`src/rtl/iob_uart16550_stream.sv`:
```
// iob_uart16550_stream: IOb master that configures an iob_uart16550 core and bridges
// valid/ready byte streams to its THR/RBR registers by polling LSR.
module iob_uart16550_stream #(
  parameter int ADDR_W   = 5,
  parameter int DATA_W   = 32,
  parameter int DIV      = 54,
  parameter int TX_BURST = 16
) (
  input  logic                clk_i,
  input  logic                arst_i,
  input  logic [7:0]          s_data_i,
  input  logic                s_valid_i,
  output logic                s_ready_o,
  output logic [7:0]          m_data_o,
  output logic                m_valid_o,
  input  logic                m_ready_i,
  output logic                init_done_o,
  output logic                iob_avalid_o,
  output logic [ADDR_W-1:0]   iob_addr_o,
  output logic [DATA_W-1:0]   iob_wdata_o,
  output logic [DATA_W/8-1:0] iob_wstrb_o,
  input  logic                iob_ready_i,
  input  logic                iob_rvalid_i,
  input  logic [DATA_W-1:0]   iob_rdata_i
);
  localparam int SW = DATA_W / 8;
  localparam logic [15:0] DIV16 = 16'(DIV);
  localparam logic [4:0] BURST = 5'(TX_BURST);
  typedef enum logic [3:0] {
    ST_INIT, ST_INIT_REQ, ST_POLL, ST_LSR_REQ, ST_LSR_WAIT,
    ST_RBR_REQ, ST_RBR_WAIT, ST_THR, ST_THR_REQ
  } state_t;
  state_t state, state_n;
  logic [2:0] step, step_n;
  logic [4:0] burst, burst_n;
  logic dr_q, dr_n, rx_full, rx_full_n, done_n, avalid_n, req_go, req_w;
  logic [7:0] rx_data, rx_data_n, rd_byte, init_d, req_d;
  logic [ADDR_W-1:0] addr_n, init_a, req_a;
  logic [DATA_W-1:0] wdata_n;
  logic [SW-1:0] wstrb_n;
  assign s_ready_o = state == ST_THR && s_valid_i;
  assign m_valid_o = rx_full;
  assign m_data_o  = rx_data;
  assign rd_byte   = 8'(iob_rdata_i >> {iob_addr_o[1:0], 3'b000});
  assign init_a = step == 3'd0 ? ADDR_W'(3) : step == 3'd1 ? ADDR_W'(0) :
                  step == 3'd2 ? ADDR_W'(1) : step == 3'd3 ? ADDR_W'(3) : ADDR_W'(2);
  assign init_d = step == 3'd0 ? 8'h83 : step == 3'd1 ? DIV16[7:0] :
                  step == 3'd2 ? DIV16[15:8] : step == 3'd3 ? 8'h03 : 8'h07;
  always_comb begin
    state_n   = state;
    step_n    = step;
    burst_n   = burst;
    dr_n      = dr_q;
    rx_data_n = rx_data;
    rx_full_n = rx_full & ~m_ready_i;
    done_n    = init_done_o;
    avalid_n  = iob_avalid_o;
    addr_n    = iob_addr_o;
    wdata_n   = iob_wdata_o;
    wstrb_n   = iob_wstrb_o;
    req_go    = 1'b0;
    req_w     = 1'b0;
    req_a     = '0;
    req_d     = '0;
    case (state)
      ST_INIT: begin
        {req_go, req_w, req_a, req_d} = {2'b11, init_a, init_d};
        state_n = ST_INIT_REQ;
      end
      ST_INIT_REQ: if (iob_ready_i) begin
        avalid_n = 1'b0;
        step_n   = step + 3'd1;
        done_n   = step == 3'd4;
        state_n  = step == 3'd4 ? ST_POLL : ST_INIT;
      end
      ST_POLL: begin
        {req_go, req_a} = {1'b1, ADDR_W'(5)};
        state_n = ST_LSR_REQ;
      end
      ST_LSR_REQ: if (iob_ready_i) {avalid_n, state_n} = {1'b0, ST_LSR_WAIT};
      ST_LSR_WAIT: if (iob_rvalid_i) begin
        dr_n    = rd_byte[0];
        burst_n = rd_byte[5] ? BURST : burst;
        // a full holding register leaves DR pending in the UART FIFO
        if (rd_byte[0] && !rx_full) begin
          req_go  = 1'b1;
          state_n = ST_RBR_REQ;
        end else
          state_n = burst_n != 5'd0 && s_valid_i ? ST_THR : ST_POLL;
      end
      ST_RBR_REQ: if (iob_ready_i) {avalid_n, state_n} = {1'b0, ST_RBR_WAIT};
      ST_RBR_WAIT: if (iob_rvalid_i) begin
        rx_data_n = rd_byte;
        rx_full_n = 1'b1;
        dr_n      = 1'b0;
        state_n   = ST_POLL;
      end
      ST_THR: if (s_valid_i) begin
        {req_go, req_w, req_d} = {2'b11, s_data_i};
        burst_n = burst == 5'd0 ? 5'd0 : burst - 5'd1;
        state_n = ST_THR_REQ;
      end else
        state_n = ST_POLL;
      ST_THR_REQ: if (iob_ready_i) begin
        avalid_n = 1'b0;
        state_n  = burst != 5'd0 && s_valid_i && !(dr_q && !rx_full) ? ST_THR : ST_POLL;
      end
      default: state_n = ST_INIT;
    endcase
    if (req_go) begin
      avalid_n = 1'b1;
      addr_n   = req_a;
      wdata_n  = req_w ? DATA_W'(req_d) << {req_a[1:0], 3'b000} : '0;
      wstrb_n  = req_w ? SW'(1) << req_a[1:0] : '0;
    end
  end
  always_ff @(posedge clk_i or posedge arst_i)
    if (arst_i) begin
      state        <= ST_INIT;
      step         <= '0;
      burst        <= '0;
      dr_q         <= 1'b0;
      rx_full      <= 1'b0;
      rx_data      <= '0;
      init_done_o  <= 1'b0;
      iob_avalid_o <= 1'b0;
      iob_addr_o   <= '0;
      iob_wdata_o  <= '0;
      iob_wstrb_o  <= '0;
    end else begin
      state        <= state_n;
      step         <= step_n;
      burst        <= burst_n;
      dr_q         <= dr_n;
      rx_full      <= rx_full_n;
      rx_data      <= rx_data_n;
      init_done_o  <= done_n;
      iob_avalid_o <= avalid_n;
      iob_addr_o   <= addr_n;
      iob_wdata_o  <= wdata_n;
      iob_wstrb_o  <= wstrb_n;
    end
endmodule
```
`config.mk`:
```
export PLATFORM = sky130hd
export DESIGN_NAME = iob_uart16550_stream
export DESIGN_NICKNAME = d
export VERILOG_FILES = /design/src/rtl/iob_uart16550_stream.sv
export SDC_FILE = /design/constraint.sdc
export NUM_CORES = 1
export LEC_CHECK = 0
export CORE_UTILIZATION = 43
export CTS_BUF_LIST = sky130_fd_sc_hd__clkbuf_8
export DETAILED_ROUTE_END_ITERATION = 8
export HOLD_SLACK_MARGIN = 0.06
export PLACE_DENSITY = 0.82
export REMOVE_ABC_BUFFERS = 1
export SLEW_MARGIN = 20
export SYNTH_ARGS = -nofsm -noshare
export SYNTH_HDL_FRONTEND = slang
export SYNTH_SLANG_ARGS = --single-unit
```
`constraint.sdc`:
```
create_clock -name clk_i -period 2 [get_ports clk_i]
set_input_delay 0.5 -clock clk_i [delete_from_list [all_inputs] [get_ports clk_i]]
set_output_delay 0.5 -clock clk_i [all_outputs]
set_load 0.02 [all_outputs]
```
==> results.md <==
Global routing:
- The global routing usage summed across all routing layers is 0.207.
- The number of antenna violations at the first check in global routing is 0.
- The met1 routing resource usage after global routing is 0.260.
- The fraction of met2 tracks used by global routing is 0.337.
- After global routing the overflow that remains totals 0.
- The global-route wire length before repair is roughly 12000 um.
- The number of global-route vias before repair came to roughly 2400.
- After global routing, the most crowded layer is met2.
- The largest net degree at the start of global routing is 64.
- For this run, global-route usage on met3 was measured as 0.0587.

Logic synthesis:
- Summed over all instances, the cell type with the most area after synthesis is sky130_fd_sc_hd__dfrtp_1.
- After synthesis, the netlist uses 50 different library cells.
- The share of synthesized area in the top cell type comes to 0.526.
- In the synthesized netlist the async set-or-reset flop fraction comes to 1.00.
- The portion of synthesized area spent on multiplexers is 0.103.
- The dominant combinational cell family by area after synthesis is compound AO/OA/AOI/OAI gates.
- In the synthesized netlist the dominant register cell turns out to be sky130_fd_sc_hd__dfrtp_1.
- The simple-gate share of the synthesized area is 0.130.
- Averaged over all synthesized cells, the footprint is 11.8 sq um.
- By count the netlist is led by sky130_fd_sc_hd__dfrtp_1 (63), sky130_fd_sc_hd__nand2_1 (21), sky130_fd_sc_hd__and2_1 (16), sky130_fd_sc_hd__inv_1 (13), sky130_fd_sc_hd__o21ai_0 (12).
- Of the total synthesized cell area, the portion taken by full adders, half adders and majority gates is 0.0250.
- The post-synth design cell area is 0.00300 sq mm.
- The share of the synthesized netlist area taken by xor and xnor gates is 0.00876.
- The most common cell in the synthesized netlist is sky130_fd_sc_hd__dfrtp_1.
- After synthesis the netlist holds a flip-flop and latch count of 63.
- The count of synthesis-stage warnings from yosys is 0.
- The share of the Yosys chip area taken by registers is 0.526.
- The cell count after synthesis is 253.
- The synthesized-area fraction occupied by ao, oa, aoi and oai cells came to 0.157.
- Yosys attributes the largest share of cell area to sky130_fd_sc_hd__dfrtp_1 (53%), sky130_fd_sc_hd__mux4_1 (6.1%), sky130_fd_sc_hd__mux2_2 (3.4%).
- The synthesized design contains 0 enable-type register cells.

Floorplanning:
- The initial core utilization is 0.444.
- The floorplan has 30 rows.
- In this run the standard cell core region covers just under 0.007 sq mm.
- From bottom edge to top edge, the die measures between 80 and 90 um.
- The overall die width is about 85 um.
- The die covers 0.00731 sq mm.
- The count of pins on the block boundary is 99.

Detailed routing:
- After the first detailed-routing iteration, the DRC count stood at between 200 and 250.
- The routed wire length is between 7000 and 8000 um.
- In the routed design, unresolved DRC markers number 0.
- The routed length per placed instance is approximately 17 um.
- The number of detailed-route iterations in the first pass is 4.
- The vias after detailed routing is 2472.
- The final antenna-violating net count is 0.
- The detail-routed via count per cell is around 5.4.

Place:
- Prior to clock tree synthesis, the placed netlist has a worst setup slack of -429 ps.
- The HPWL after detailed placement is ~5000 um.
- The number of buffers added on ports is 96.
- The number of placed instances, taps included, is about 440.
- The area after detailed placement is slightly above 0.004 sq mm.
- The weighted congestion at the end of routability-driven global placement is 0.851.

Layout:
- The number of antenna diodes in the final layout is 0.
- For this run, the post-layout net count is approximately 430.
- From synthesis to final layout, the design area changed by 48.5%.
- The number of filler cells placed in the layout is 534.
- Summing all flip-flop and latch instances after layout gives 0.00158 sq mm.
- The final core utilization is 0.659.
- Of the cells placed in the final design, the portion with a size suffix greater than 1 is 0.164.
- The design area is roughly 0.0045 sq mm.
- After the flow finishes, the layout carries non-filler instances totaling ~460.
- The combined area of the multi-input logic cells is 0.00128 sq mm.

Setup path:
- STA puts the critical path data required time at between 2000 and 2500 ps.
- The kind of end point of the critical path is a register.
- The startpoint identified for the worst register-to-register timing path is iob_addr_o[0]$_DFFE_PP0P_.
- The worst setup path is launched from an input port.
- The critical path's largest stage delay is around 480 ps.
- The cell with the biggest individual delay on the critical path is sky130_fd_sc_hd__mux4_2.
- The signal on the critical path passes through clkdlybuf4s50_1 -> mux4_2 -> and2_4 -> a311oi_4 -> buf_6 -> clkbuf_16 -> a22o_1.
- Across all register-to-register paths, the minimum setup slack is around 120 ps.
- The capture point of the critical path is iob_wdata_o[13]$_DFFE_PP0P_.
- The number of cells on the worst reg-to-reg path is 5.
- The timing startpoint of the critical path is iob_rdata_i[24].
- The arrival time of the worst setup path is between 2000 and 2500 ps.
- In this run the worst path has a maximum fanout of 10.
- The endpoint identified for the worst register-to-register timing path is state[0]$_DFFE_PP0P_.
- The start-to-end type of the worst setup path is in -> reg.

Run status:
- The run finished, with violations left.
- The final reports fail on setup timing.

Timing:
- Summed over all failing endpoints, the final setup total negative slack is -2.44 ps.
- Based on the critical path, the design can be clocked at up to 500 MHz.
- The number of endpoints with negative hold slack in the final report is 0.
- The smallest clock period supported by the final layout is computed as between 2000 and 2500 ps.
- Setup violations remaining at the end of the flow were counted as 2.
- Clock skew on the completed layout was measured at between 9 and 10 ps.
- The worst hold-check slack is 482 ps.
- The worst path setup slack after routing is -1.41 ps.
- The final clock period utilization by the worst path is 1.00.
- The number of pins with negative max-slew slack in the final report was 0.
- Setup repair after global routing could not meet its margin everywhere.

Worst hold path:
- The tightest min-delay check is of the reg -> reg type.

Power:
- The net switching power is about 2.4 mW.
- The power per unit of standard cell area is about 1400 mW/mm^2.
- The static leakage power is ~2.1 nW.
- The share of total power dissipated in combinational logic is 0.530.
- The overall power consumption is 6.37 mW.
- The sequential cell fraction of total power is 0.302.
- The relative contribution of the clock network to total power is 0.168.
- The internal power of the cells totals 3.94 mW.
- The switching fraction of total power is 0.382.
- The worst IR drop on VDD is between 0.8 and 0.9 mV.

CTS:
- The CTS buffer count is 9.
- In this run the deepest clock path goes through 2 buffers.
- The clock network latency to the later pin of the worst-skew pair is roughly 340 ps.
- The clock-pin slew of the registers on the worst-case setup and hold paths is about 70 ps.
- The CTS root buffer is sky130_fd_sc_hd__clkbuf_8.
- TritonCTS built the clock tree.
- The H-tree was split into 3 levels.
- Hold repair after CTS inserted 0 buffers.
- The clock sink count is 63.

Flow run:
- The max-cap check violation count is 0.
==> logic make-up (layout without fill, tap and decap cells) <==
kind of cell    after synthesis  after routing
fa+ha+maj                     6              6
simple gates                 74             74
xor+xnor                      3              3
other cells                   1              2
compound gates               62             62
buf+inv                      27            152
flops                        63             63
mux                          17             17
==> layout by cell type, fill, tap and decap left out, types with 9 or more instances in the layout <==
cell,instances
sky130_fd_sc_hd__nand2_1,21
sky130_fd_sc_hd__buf_4,19
sky130_fd_sc_hd__clkbuf_8,9
sky130_fd_sc_hd__o21ai_0,12
sky130_fd_sc_hd__and2_1,16
sky130_fd_sc_hd__mux2_2,9
sky130_fd_sc_hd__nor2_1,9
sky130_fd_sc_hd__a21o_1,10
sky130_fd_sc_hd__a22o_1,11
sky130_fd_sc_hd__inv_1,13
sky130_fd_sc_hd__clkdlybuf4s50_1,92
sky130_fd_sc_hd__dfrtp_1,62
==> per-layer routing <==
metal  vias up  share of wire
met5         -              0
met3         9          0.071
met1      1214           0.42
met2        89           0.49
li1       1160              -
met4         0          0.015
==> area by class of cell <==
class,instances,area share
clock inverter,7,0.0146
multi-input combinational,164,0.288
tap,80,0.0225
sequential,63,0.354
clock buffer,9,0.0278
inverter,13,0.0110
timing repair buffer,123,0.282
==> registers in the layout, summed over array words and instances (netlist names) <==
name          cells
iob_wdata_o      32
m_data_o          8
burst             5
iob_wstrb_o       4
state             4
iob_addr_o        3
step              3
dr_q              1
init_done_o       1
iob_avalid_o      1
m_valid_o         1
==> power by group through the flow <==
stage          logic [mW]  registers, mW  clock network [mW]
5_1_grt              3.65           1.98                1.15
4_1_cts              3.00           1.92                1.09
6_report             3.38           1.92                1.07
3_5_place_dp         2.99           1.93                   0
2_1_floorplan        1.30           2.32                   0
3_3_place_gp         2.91           1.93                   0
==> worst min path at each step <==
stage               slack [ps]                           to  depth (start not counted)                   startpoint
CTS                        490   iob_wstrb_o[0]$_DFFE_PP0P_                          1   iob_wstrb_o[0]$_DFFE_PP0P_
floorplan                  450         burst[4]$_DFFE_PP0P_                          2         burst[4]$_DFFE_PP0P_
finish                     480     iob_avalid_o$_DFFE_PP0P_                          2     iob_avalid_o$_DFFE_PP0P_
global placement           460   iob_wdata_o[0]$_DFFE_PP0P_                          2   iob_wdata_o[0]$_DFFE_PP0P_
detailed placement         460  iob_wdata_o[16]$_DFFE_PP0P_                          1  iob_wdata_o[16]$_DFFE_PP0P_
global route               490  iob_wdata_o[17]$_DFFE_PP0P_                          1  iob_wdata_o[17]$_DFFE_PP0P_
==> critical path, delay by kind of cell <==
| family | cells | cell delay, ps |
|---|---|---|
| muxes | 1 | 480 |
| AOI/OAI and AO/OA | 2 | 380 |
| buffers and inverters | 3 | 750 |
| and+or+nand+nor | 1 | 160 |
==> repair_timing <==
item	in CTS	in global routing
endpoints found under the setup margin	7	44
pin swaps	0	7
buffers inserted	0	3
gates resized for setup	9	3
gates cloned	0	4
No activity file was read; power rests on OpenSTA's default activity.
